[src/rtl/ahb_mtx_decoder_param.sv]
// Input-stage address decoder for the AHB bus matrix: routes each transfer to one of
// NUM_PORTS output stages or the built-in default slave. Optional macro: AHB_DEC_ERR_CAPTURE_EN.
module ahb_mtx_decoder_param #(
  parameter int NUM_PORTS = 4,
  parameter int ADDR_LSB  = 10,
  parameter logic [NUM_PORTS*(32-ADDR_LSB)-1:0] REGION_BASE = {
    (32-ADDR_LSB)'(32'h5000_0000 >> ADDR_LSB),
    (32-ADDR_LSB)'(32'h6000_0000 >> ADDR_LSB),
    (32-ADDR_LSB)'(32'h4000_0000 >> ADDR_LSB),
    (32-ADDR_LSB)'(32'h2000_0000 >> ADDR_LSB)},
  parameter logic [NUM_PORTS*(32-ADDR_LSB)-1:0] REGION_LIMIT = {
    (32-ADDR_LSB)'(32'h5FFF_FFFF >> ADDR_LSB),
    (32-ADDR_LSB)'(32'h9FFF_FFFF >> ADDR_LSB),
    (32-ADDR_LSB)'(32'h4FFF_FFFF >> ADDR_LSB),
    (32-ADDR_LSB)'(32'h2000_FFFF >> ADDR_LSB)}
) (
  input  logic                      HCLK,
  input  logic                      HRESETn,
  input  logic                      sel_i,
  input  logic [31-ADDR_LSB:0]      addr_i,
  input  logic [1:0]                trans_i,
  input  logic                      readys_i,
  input  logic [NUM_PORTS-1:0]      active_i,
  input  logic [NUM_PORTS-1:0]      readyout_i,
  input  logic [2*NUM_PORTS-1:0]    resp_i,
  input  logic [32*NUM_PORTS-1:0]   rdata_i,
  input  logic [32*NUM_PORTS-1:0]   ruser_i,
  output logic [NUM_PORTS-1:0]      sel_o,
  output logic                      active_o,
  output logic                      readyout_o,
  output logic [1:0]                resp_o,
  output logic [31:0]               rdata_o,
  output logic [31:0]               ruser_o,
  input  logic                      err_clr_i,
  output logic                      err_valid_o,
  output logic [31-ADDR_LSB:0]      err_addr_o
);

  localparam int DW = 32 - ADDR_LSB;

  // Port encoding: 0..7 are output stages, then the default slave and "no data phase".
  localparam logic [3:0] PORT_DFT  = 4'd8;
  localparam logic [3:0] PORT_NONE = 4'd9;

  typedef enum logic [1:0] {
    DFT_IDLE = 2'd0,
    DFT_ERR1 = 2'd1,
    DFT_ERR2 = 2'd2
  } dft_state_e;

  logic [3:0]           match_port_s;
  logic                 match_found_s;
  logic                 hold_s;
  logic [3:0]           addr_port_s;
  logic                 dft_qual_s;
  logic [3:0]           data_port_q, data_port_d;
  dft_state_e           dft_state_q, dft_state_d;
  logic                 dft_ready_s;
  logic [1:0]           dft_resp_s;
  logic [NUM_PORTS-1:0] dsel_s;
  logic                 slv_ready_s;
  logic [1:0]           slv_resp_s;
  logic [31:0]          rdata_s;
  logic [31:0]          ruser_s;

  // Region match: the lowest-indexed matching region wins, no match goes to the default slave.
  always_comb begin
    match_port_s  = PORT_DFT;
    match_found_s = 1'b0;
    for (int p = 0; p < NUM_PORTS; p++) begin
      if (!match_found_s &&
          (addr_i >= REGION_BASE[p*DW +: DW]) &&
          (addr_i <= REGION_LIMIT[p*DW +: DW])) begin
        match_port_s  = 4'(p);
        match_found_s = 1'b1;
      end else begin
        match_found_s = match_found_s;
      end
    end
  end

  // An IDLE cycle keeps pointing at the port owning the data phase so its HSEL stays stable.
  assign hold_s      = (trans_i == 2'b00) && (data_port_q < 4'(NUM_PORTS));
  assign addr_port_s = hold_s ? data_port_q : match_port_s;
  assign dft_qual_s  = sel_i && (addr_port_s == PORT_DFT) && trans_i[1] && readys_i;

  // Per-output select and the active flag of the address-phase target.
  always_comb begin
    sel_o    = '0;
    active_o = (addr_port_s == PORT_DFT);
    for (int p = 0; p < NUM_PORTS; p++) begin
      sel_o[p] = sel_i && (addr_port_s == 4'(p));
      active_o = active_o | ((addr_port_s == 4'(p)) & active_i[p]);
    end
  end

  // Data-phase owner advances only when the input stage accepts an address phase.
  always_comb begin
    if (readys_i) begin
      data_port_d = sel_i ? addr_port_s : PORT_NONE;
    end else begin
      data_port_d = data_port_q;
    end
  end

  // Data-phase owner register.
  always_ff @(posedge HCLK or negedge HRESETn) begin
    if (!HRESETn) begin
      data_port_q <= PORT_NONE;
    end else begin
      data_port_q <= data_port_d;
    end
  end

  // Default-slave next state; ERR1 always advances so the error response cannot stall.
  always_comb begin
    dft_state_d = dft_state_q;
    case (dft_state_q)
      DFT_IDLE: begin
        if (dft_qual_s) begin
          dft_state_d = DFT_ERR1;
        end else begin
          dft_state_d = DFT_IDLE;
        end
      end
      DFT_ERR1: begin
        dft_state_d = DFT_ERR2;
      end
      DFT_ERR2: begin
        if (dft_qual_s) begin
          dft_state_d = DFT_ERR1;
        end else if (readys_i) begin
          dft_state_d = DFT_IDLE;
        end else begin
          dft_state_d = DFT_ERR2;
        end
      end
      default: begin
        dft_state_d = DFT_IDLE;
      end
    endcase
  end

  // Default-slave state register.
  always_ff @(posedge HCLK or negedge HRESETn) begin
    if (!HRESETn) begin
      dft_state_q <= DFT_IDLE;
    end else begin
      dft_state_q <= dft_state_d;
    end
  end

  // Default-slave response: two-cycle ERROR, otherwise zero-wait OKAY.
  always_comb begin
    dft_ready_s = 1'b1;
    dft_resp_s  = 2'b00;
    case (dft_state_q)
      DFT_IDLE: begin
        dft_ready_s = 1'b1;
        dft_resp_s  = 2'b00;
      end
      DFT_ERR1: begin
        dft_ready_s = 1'b0;
        dft_resp_s  = 2'b01;
      end
      DFT_ERR2: begin
        dft_ready_s = 1'b1;
        dft_resp_s  = 2'b01;
      end
      default: begin
        dft_ready_s = 1'b1;
        dft_resp_s  = 2'b00;
      end
    endcase
  end

  // One-hot AND-OR return mux; an all-zero select yields zero data for NONE/DFT.
  always_comb begin
    dsel_s      = '0;
    slv_ready_s = 1'b0;
    slv_resp_s  = 2'b00;
    rdata_s     = 32'h0000_0000;
    ruser_s     = 32'h0000_0000;
    for (int p = 0; p < NUM_PORTS; p++) begin
      dsel_s[p]   = (data_port_q == 4'(p));
      slv_ready_s = slv_ready_s | (dsel_s[p] & readyout_i[p]);
      slv_resp_s  = slv_resp_s  | ({2{dsel_s[p]}} & resp_i[p*2 +: 2]);
      rdata_s     = rdata_s     | ({32{dsel_s[p]}} & rdata_i[p*32 +: 32]);
      ruser_s     = ruser_s     | ({32{dsel_s[p]}} & ruser_i[p*32 +: 32]);
    end
  end

  // Ready/response source selection for the data phase.
  always_comb begin
    readyout_o = 1'b1;
    resp_o     = 2'b00;
    case (data_port_q)
      PORT_NONE: begin
        readyout_o = 1'b1;
        resp_o     = 2'b00;
      end
      PORT_DFT: begin
        readyout_o = dft_ready_s;
        resp_o     = dft_resp_s;
      end
      default: begin
        readyout_o = slv_ready_s;
        resp_o     = slv_resp_s;
      end
    endcase
  end

  assign rdata_o = rdata_s;
  assign ruser_o = ruser_s;

`ifdef AHB_DEC_ERR_CAPTURE_EN
  logic          err_valid_q, err_valid_d;
  logic [DW-1:0] err_addr_q, err_addr_d;

  // First unmapped access is kept until cleared; a new error in the clear cycle is recaptured.
  always_comb begin
    err_valid_d = err_valid_q;
    err_addr_d  = err_addr_q;
    if (dft_qual_s && (!err_valid_q || err_clr_i)) begin
      err_valid_d = 1'b1;
      err_addr_d  = addr_i;
    end else if (err_clr_i) begin
      err_valid_d = 1'b0;
    end else begin
      err_valid_d = err_valid_q;
    end
  end

  // Error capture registers.
  always_ff @(posedge HCLK or negedge HRESETn) begin
    if (!HRESETn) begin
      err_valid_q <= 1'b0;
      err_addr_q  <= '0;
    end else begin
      err_valid_q <= err_valid_d;
      err_addr_q  <= err_addr_d;
    end
  end

  assign err_valid_o = err_valid_q;
  assign err_addr_o  = err_addr_q;
`else
  logic unused_err_clr_s;

  assign unused_err_clr_s = err_clr_i;
  assign err_valid_o      = 1'b0;
  assign err_addr_o       = '0;
`endif

endmodule

[config.mk]
export PLATFORM = sky130hd
export DESIGN_NAME = ahb_mtx_decoder_param
export DESIGN_NICKNAME = d
export VERILOG_FILES = /design/src/rtl/ahb_mtx_decoder_param.sv
export SDC_FILE = /design/constraint.sdc
export NUM_CORES = 1
export LEC_CHECK = 0
export CORE_AREA = 4 4 152 154
export DETAILED_ROUTE_END_ITERATION = 8
export DIE_AREA = 0 0 156 158
export PLACE_DENSITY_LB_ADDON = 0.12
export REMOVE_ABC_BUFFERS = 1
export SLEW_MARGIN = 5
export SYNTH_ARGS = -nofsm -noshare
export SYNTH_HDL_FRONTEND = slang
export SYNTH_SLANG_ARGS = --single-unit
[constraint.sdc]
create_clock -name HCLK -period 2.1 [get_ports HCLK]
set_input_delay 0.42 -clock HCLK [delete_from_list [all_inputs] [get_ports HCLK]]
set_output_delay 0.42 -clock HCLK [all_outputs]
set_load 0.02 [all_outputs]
# [Word-level counts from Yosys, hierarchy flattened]
# Cells that the tools add are included.
[word_totals] regBits=6
[op_classes] magnitude_cmp=9 eq_ne=11 muxes=17 bitwise=36 reduce_logical=23
[ops] cell="bitwise AND 32 bit" n=8
[ops] cell="OR 32 bit" n=6
[ops] cell=">= comparator 22 x 21 -> 1 bit (second input constant)" n=3
[ops] cell="less-or-equal comparator 22 x 21 -> 1 bit (second input constant)" n=2
[ops] cell="two-way mux 4 bit" n=6
[ops] cell=">= comparator 22 x 20 -> 1 bit (second input constant)" n=1
[ops] cell="less-or-equal comparator 22 x 20 -> 1 bit (second input constant)" n=1
[ops] cell="less-or-equal comparator 22 bit (second input constant)" n=1
[ops] cell="== test 4 x 2 -> 1 bit (second input constant)" n=4
[ops] cell="logical AND 1 bit" n=15
[ops] cell="== test 4 bit (second input constant)" n=3
[ops] cell="bitwise AND 1 bit" n=8
[ops] cell="bitwise AND 2 bit" n=4
[ops] cell="== test 4 x 1 -> 1 bit (second input constant)" n=2
[ops] cell="logical NOT 4 bit" n=2
[ops] cell="OR 1 bit" n=7
[ops] cell="two-way mux 1 bit" n=6
[ops] cell="OR 2 bit" n=3
[ops] cell="case mux 2 bit (3 select lines)" n=1
[ops] cell="logical NOT 2 bit" n=2
[ops] cell="< comparator 4 x 3 -> 1 bit (second input constant)" n=1
[ops] cell="two-way mux 2 bit" n=2
[ops] cell="case mux 2 bit (2 select lines)" n=1
[ops] cell="logical NOT 1 bit" n=3
[ops] cell="other kinds (4)" n=4

# [Depth between registers and ports, before layout]
# Gate-level depths: netlist of the first run.
[logic_depth] ltp_word=22 mapped_depth=6 mapped_depth_nobuf=5

# [Worst setup path after synthesis of the first run]
# OpenSTA, ideal clock, no wires.
[synth_path] path_type="register to output" from="register data_port_q[3]" to="output sel_o[0]" arrival_time_ns=1.904 t_required_ns=1.680 setup_slack_ns=-0.224 stages_incl_launch_ff=6 cell_sequence="dfstp_2 buf_6 or4_4 mux2i_2 nand2_1 nor3_1"
[synth_via] elab_chain_cells=5
[synth_rtl] item="start: declaration" line_no="56" text="logic [3:0] data_port_q, data_port_d;"
[synth_rtl] item="start signal: assignment" line_no="111" text="data_port_q <= data_port_d;"
[synth_rtl] item="< comparator 4 x 3 -> 1 bit" line_no="83" text="assign hold_s = (trans_i == 2'b00) && (data_port_q < 4'(NUM_PORTS));"
[synth_rtl] item="logical AND 1 bit" line_no="83"
[synth_rtl] item="two-way mux 4 bit (*)" line_no="84" text="assign addr_port_s = hold_s ? data_port_q : match_port_s;"
[synth_rtl] item="logical NOT 4 bit (*)" line_no="92" text="sel_o[p] = sel_i && (addr_port_s == 4'(p));"
[synth_rtl] item="logical AND 1 bit (*)" line_no="92"
[synth_rtl] item="end: declaration" line_no="28" text="output logic [NUM_PORTS-1:0] sel_o,"
# Mark *: on every way between the ends. The rest lies on a longest branch, timed or not.

# [Worst setup path after layout of the first run]
[layout_path] from="register data_port_q[3]" to="output rdata_o[10]"
[layout_via] elab_chain_cells=5 word_cells_on_any_way=11
[layout_rtl] item="== test 4 x 1 -> 1 bit / logical NOT 4 bit (equally long branches)" line_no="185" text="dsel_s[p] = (data_port_q == 4'(p));"
[layout_rtl] item="bitwise AND 32 bit" line_no="188" text="rdata_s = rdata_s | ({32{dsel_s[p]}} & rdata_i[p*32 +: 32]);"
[layout_rtl] item="OR 32 bit (2 in a row)" line_no="188"
[layout_rtl] item="OR 32 bit (*)" line_no="188"
[layout_rtl] item="end: declaration" line_no="32" text="output logic [31:0] rdata_o,"
# Marked as above.

==> results of run 1 <==
[through the flow]
| step | power, mW | hold WS (ps) |
|---|---|---|
| finish | 1.898 | 434.2 |
| global route | 2.001 | 455.1 |
| CTS | 1.851 | 441.0 |
| detailed placement | 1.502 | 580.8 |
| global placement | 1.496 | 558.9 |
| floorplan | 0.5445 | 124.4 |
[cells by family (layout without fill, tap and decap cells)]
group                      Yosys count  after routing
buffers and inverters               58            450
other                                1             23
muxes                                4              4
AOI/OAI and AO/OA                   77             77
and+or+nand+nor                    166            166
adders and majority gates            4              4
DFF                                  6              6
[synth_stat cells, types with 2 or more instances]
library cell,number
a222oi_1,67
a31oi_1,2
and2_1,2
buf_1,5
buf_2,7
buf_4,23
clkbuf_1,18
dfrtp_1,4
dfstp_2,2
ha_1,4
inv_1,4
mux2i_1,2
nand2_1,135
nand2b_1,3
nor2_1,6
nor3_1,3
nor3b_1,2
nor4_1,5
nor4b_1,2
o21ai_0,2
[final timing paths]
check | startpoint | endpoint | slack [ps] | cells past startpoint
setup / recovery | data_port_q[3]$_DFFE_PN1P_ | rdata_o[10] | -330 | 7
hold / removal | HRESETn | dft_state_q[0]$_DFF_PN0_ | 430 | 1
setup reg to reg | data_port_q[3]$_DFFE_PN1P_ | data_port_q[1]$_DFFE_PN0P_ | 320 | 7
hold reg to reg | dft_state_q[1]$_DFF_PN0_ | dft_state_q[1]$_DFF_PN0_ | 590 | 2
max in group asynchronous | HRESETn | data_port_q[0]$_DFFE_PN1P_ | 1390 | 1
min in group HCLK | dft_state_q[1]$_DFF_PN0_ | dft_state_q[1]$_DFF_PN0_ | 590 | 2
[state kept, by name, summed over array words and instances, names as in the netlist]
register,count
data_port_q,4
dft_state_q,2
[area by class of cell]
type / instances / share of cell area
sequential: 6 / 0.02220
timing repair buffer: 443 / 0.6572
clock buffer: 3 / 0.01083
inverter: 4 / 0.002166
tap: 280 / 0.05054
multi-input combinational: 274 / 0.2570
[per-layer routing]
metal	routed length [µm]	part of all wire	GRT usage	vias to the layer above
li1	-	-	-	2028
met1	7656	0.38	0.1565	1965
met2	10550	0.52	0.2728	256
met3	1947	0.096	0.03909	18
met4	204	0.010	0.01209	2
met5	13	0.00064	0	-
[power by group]
part           internal [mW]  switching [mW]  total [mW]
registers              0.127          0.0101       0.137
clock network          0.244          0.0636       0.308
logic                  0.872           0.581        1.45
[worst max-delay path, delay by kind of cell, from the launching register on]
| kind | cells | cell delay [ps] |
|---|---|---|
| AO/OA/AOI/OAI | 1 | 300 |
| buffers and inverters | 4 | 610 |
| flip-flops | 1 | 540 |
| AND/OR/NAND/NOR | 2 | 320 |
[timing repair]
item / 4_1_cts / 5_1_grt
setup buffers: 17 / 7
pin swaps: 51 / 37
endpoints found under the setup margin: 72 / 72
resized for setup: 362 / 40
gates cloned: 5 / 5
==> impl_metrics.env, run 1 <==
export IMPL_grt_usage=0.1401
export IMPL_synth_seq_cells=6
export IMPL_core_um2=21690
export IMPL_viasPerCell=4.227
export IMPL_drive_gt1_frac=0.2411
export IMPL_power_density_nw_per_um2=273.9
export IMPL_yosysTopAreaCell="a222oi_1"
export IMPL_finalNetCount=1037
export IMPL_cp_end_kind="primary output"
export IMPL_ys_flop_type="dfrtp_1"
export IMPL_synth_compound_area_frac=0.3647
export IMPL_pre_cts_ws_ps=-972.0
export IMPL_path_cells="buf_6 -> and4bb_4 -> buf_12 -> buf_4 -> a222oi_1 -> nand2_1 -> buf_2"
export IMPL_clockBufferDepth=2
export IMPL_port_buffers=365
export IMPL_synth_xor_area_frac=0
export IMPL_fill_cells=2303
export IMPL_slowest_stage="dfstp_2"
export IMPL_synthAdderAreaFrac=0.02477
export IMPL_fin_area_um2=6932
export IMPL_routabilityCongestion=0.8271
export IMPL_synth_edf_count=0
export IMPL_path_class="reg2out"
export IMPL_syn_avg_cell_area_um2=6.395
export IMPL_report_final_slew_viol_count=0
export IMPL_yosys_area_share_simple=0.3523
export IMPL_synthMuxAreaShare=0.02229
export IMPL_path_max_fanout=8
export IMPL_vias=4269
export IMPL_fin_crit_sh=1.157
export IMPL_seq_area_frac_synth=0.07554
export IMPL_ctsHoldBuffers=0
export IMPL_htree_levels=1
export IMPL_slowest_delay_ps=540
export IMPL_clkTransAtPathRegs_ps=30
export IMPL_async_reset_ff_frac=1.000
export IMPL_wl_per_cell_um=20.17
export IMPL_die_x_um=156
export IMPL_hpwl_um=15690
export IMPL_maxCapViolations=0
export IMPL_ios=396
export IMPL_drtIter0Drc=524
export IMPL_start_kind="flip-flop"
export IMPL_placed_cell_area_um2=6286
export IMPL_initial_core_util=0.09317
export IMPL_ir_drop_mv=0.3536
export IMPL_setup_slack_ps=-330.3
export IMPL_required_ps=1680
export IMPL_drcViolationCount=0
export IMPL_antenna_cells=0
export IMPL_synthCells=316
export IMPL_arrival_ps=2010
export IMPL_multi_input_area_um2=1782
export IMPL_finalCriticalPeriod_ps=2430
export IMPL_ant_nets=0
export IMPL_routed_wl_um=20370
export IMPL_clock_skew_final_ps=2.128
export IMPL_final_cell_mix="clkdlybuf4s50_1 (286), nand2_1 (134), a222oi_1 (67), buf_6 (57), buf_4 (38)"
export IMPL_grt_pass1_vias=4384
export IMPL_cts_tree="built"
export IMPL_clock_root_buffer="clkbuf_16"
export IMPL_setup_violations=72
export IMPL_drt_pre_antenna_iters=6
export IMPL_regArea_um2=153.9
export IMPL_cts_buffers=3
export IMPL_utilization=0.3196
export IMPL_yosysTopAreaCellShare=0.3319
export IMPL_final_hold_viol_count=0
export IMPL_die_h_um=158
export IMPL_grt_remaining_overflow=0
export IMPL_worst_hold_path_type="in2async"
export IMPL_synth_distinct_cells=38
export IMPL_yosys_warnings=0
export IMPL_p_leak_nw=3.100
export IMPL_layout_cells_non_filler=1010
export IMPL_antenna_found_initial=1
export IMPL_synth_area_top_cells="a222oi_1 (33%), nand2_1 (25%), buf_4 (8.5%)"
export IMPL_synth_top_family_by_area="compound AO/OA/AOI/OAI gates"
export IMPL_violations="negative setup slack"
export IMPL_fmax_mhz=411.5
export IMPL_die_area_um2=24650
export IMPL_status="finished, violations left"
export IMPL_layout_commonest_cell="clkdlybuf4s50_1"
export IMPL_clk_latency_ps=230
export IMPL_placedCellCount=975
export IMPL_clock_sinks=6
export IMPL_tns_ps=-15900
export IMPL_rsz0062_at_grt="yes"
export IMPL_area_growth_pct=243.0
export IMPL_grt_pass1_wl_um=26880
export IMPL_synthesis_area_um2=2021
export IMPL_fp_row_count=54
export IMPL_grt_max_degree=34
Power figures use the tool's default switching activity.
==> run 2, diff against run 1 <==
--- a/config.mk
+++ b/config.mk
@@ -9,6 +9,7 @@
 export DETAILED_ROUTE_END_ITERATION = 8
 export DIE_AREA = 0 0 156 158
 export PLACE_DENSITY_LB_ADDON = 0.12
+export RECOVER_POWER = 100
 export REMOVE_ABC_BUFFERS = 1
 export SLEW_MARGIN = 5
 export SYNTH_ARGS = -nofsm -noshare
==> impl_metrics.env, run 2 (synthesized netlist as in run 1, its figures left out) <==
export IMPL_grt_usage=0.1401
export IMPL_initial_core_util=0.09317
export IMPL_largest_reg_flops=4
export IMPL_p_leak_nw=3.095
export IMPL_hpwl_um=15690
export IMPL_worst_hold_path_type="in2async"
export IMPL_r2r_slack_ps=290
export IMPL_grt_pass1_wl_um=26880
export IMPL_ir_drop_mv=0.3519
export IMPL_r2r_end="dft_state_q[0]$_DFF_PN0_"
export IMPL_htree_levels=1
export IMPL_path_max_fanout=8
export IMPL_area_growth_pct=242.6
export IMPL_antenna_found_initial=1
export IMPL_rsz0062_at_grt="yes"
export IMPL_fmax_mhz=411.3
export IMPL_rr_worst_depth=6
export IMPL_required_ps=1680
export IMPL_top_regs="data_port_q x4, dft_state_q x2"
export IMPL_ios=396
export IMPL_utilization=0.3192
export IMPL_clock_root_buffer="clkbuf_16"
export IMPL_core_um2=21690
export IMPL_placedCellCount=975
export IMPL_cts_tree="built"
export IMPL_regMostFlops="data_port_q"
export IMPL_die_x_um=156
export IMPL_r2r_start="data_port_q[3]$_DFFE_PN1P_"
export IMPL_violations="negative setup slack"
export IMPL_grt_pass1_vias=4384
export IMPL_cts_buffers=3
export IMPL_wl_met1_um=7667
export IMPL_finalCriticalPeriod_ps=2431
export IMPL_fin_area_um2=6923
export IMPL_clock_skew_final_ps=1.942
export IMPL_pre_cts_ws_ps=-972.0
export IMPL_status="finished, violations left"
export IMPL_routed_wl_met2_um=10570
export IMPL_drt_pre_antenna_iters=7
export IMPL_start_kind="flip-flop"
export IMPL_maxCapViolations=0
export IMPL_report_final_slew_viol_count=0
export IMPL_drtIter0Drc=527
export IMPL_path_class="reg2out"
export IMPL_ctsHoldBuffers=0
export IMPL_dr_wl_met3_um=1942
export IMPL_finalNetCount=1037
export IMPL_routed_wl_um=20400
export IMPL_placed_cell_area_um2=6286
export IMPL_die_area_um2=24650
export IMPL_clockBufferDepth=2
export IMPL_clk_latency_ps=230
export IMPL_grt_max_degree=34
export IMPL_cp_end_kind="primary output"
export IMPL_setup_violations=72
export IMPL_fin_crit_sh=1.158
export IMPL_top_layer="met5"
export IMPL_power_density_nw_per_um2=273.8
export IMPL_wl_per_cell_um=20.20
export IMPL_vias=4293
export IMPL_clkTransAtPathRegs_ps=30
export IMPL_ant_nets=0
export IMPL_layout_cells_non_filler=1010
export IMPL_final_cell_mix="clkdlybuf4s50_1 (284), nand2_1 (134), a222oi_1 (67), buf_6 (57), buf_4 (37)"
export IMPL_port_buffers=365
export IMPL_viasPerCell=4.250
export IMPL_arrival_ps=2010
export IMPL_clock_sinks=6
export IMPL_drive_gt1_frac=0.2384
export IMPL_setup_slack_ps=-331.2
export IMPL_layout_commonest_cell="clkdlybuf4s50_1"
export IMPL_routabilityCongestion=0.8271
export IMPL_final_hold_viol_count=0
export IMPL_fp_row_count=54
export IMPL_drcViolationCount=0
export IMPL_power_mw=1.895
export IMPL_die_h_um=158
export IMPL_antenna_cells=0
export IMPL_grt_remaining_overflow=0
[run 2: cell types whose count changed in the layout (fill, tap and decap cells not counted)]
cell and change:
and3_4 -1, clkdlybuf4s50_1 -2, clkbuf_1 +1, dlygate4sd3_1 +2, and3_1 +1, buf_4 -1
[run 2: worst max-delay path, cell delays in order, from the launching register on]
cell and delay, ps:
dfstp_2 540, buf_6 140, and4bb_4 230, buf_12 150, buf_4 150, a222oi_1 300, nand2_1 90, buf_2 170
[run 2: power by group]
group	internal [mW]	switching, mW
clock network	0.244	0.0638
registers	0.127	0.0101
logic	0.869	0.581
[run 2: what timing repair did]
item                                    4_1_cts  5_1_grt
gates cloned                                  5        5
buffers inserted                             17        7
endpoints found under the setup margin       72       72
pin swaps                                    51       37
hold endpoints to repair                      0        0
resized for setup                           362       40
[run 2: worst max path at each step]
stage	cells past startpoint	to	slack (ps)	start
finish	7	rdata_o[10]	-330	data_port_q[3]$_DFFE_PN1P_
global placement	6	active_o	-1000	trans_i[1]
floorplan	3	rdata_o[0]	-5030	data_port_q[0]$_DFFE_PN1P_
CTS	6	sel_o[1]	-360	data_port_q[3]$_DFFE_PN1P_
detailed placement	6	active_o	-970	trans_i[1]
global route	6	active_o	-410	data_port_q[3]$_DFFE_PN1P_
[run 2: through the flow]
step / hold WS, ps / TNS, ps
final: 504.5 / -15980
after CTS: 441.0 / -16710
after global placement: 558.9 / -34210
after floorplan: 124.4 / -304500
after detailed placement: 580.8 / -33640
after global routing: 525.4 / -21700
[run 2: layout make-up]
class	count	area (µm²)
timing repair buffer	443	4552
multi-input combinational	274	1777
sequential	6	153.9
tap	280	350.3
fill	2303	14770
inverter	4	15.01
clock buffer	3	75.07
[run 2: metal layers]
metal,vias up,global-route usage
met5,-,0
met4,2,0.01209
li1,2028,-
met1,1983,0.1565
met3,18,0.03909
met2,262,0.2728
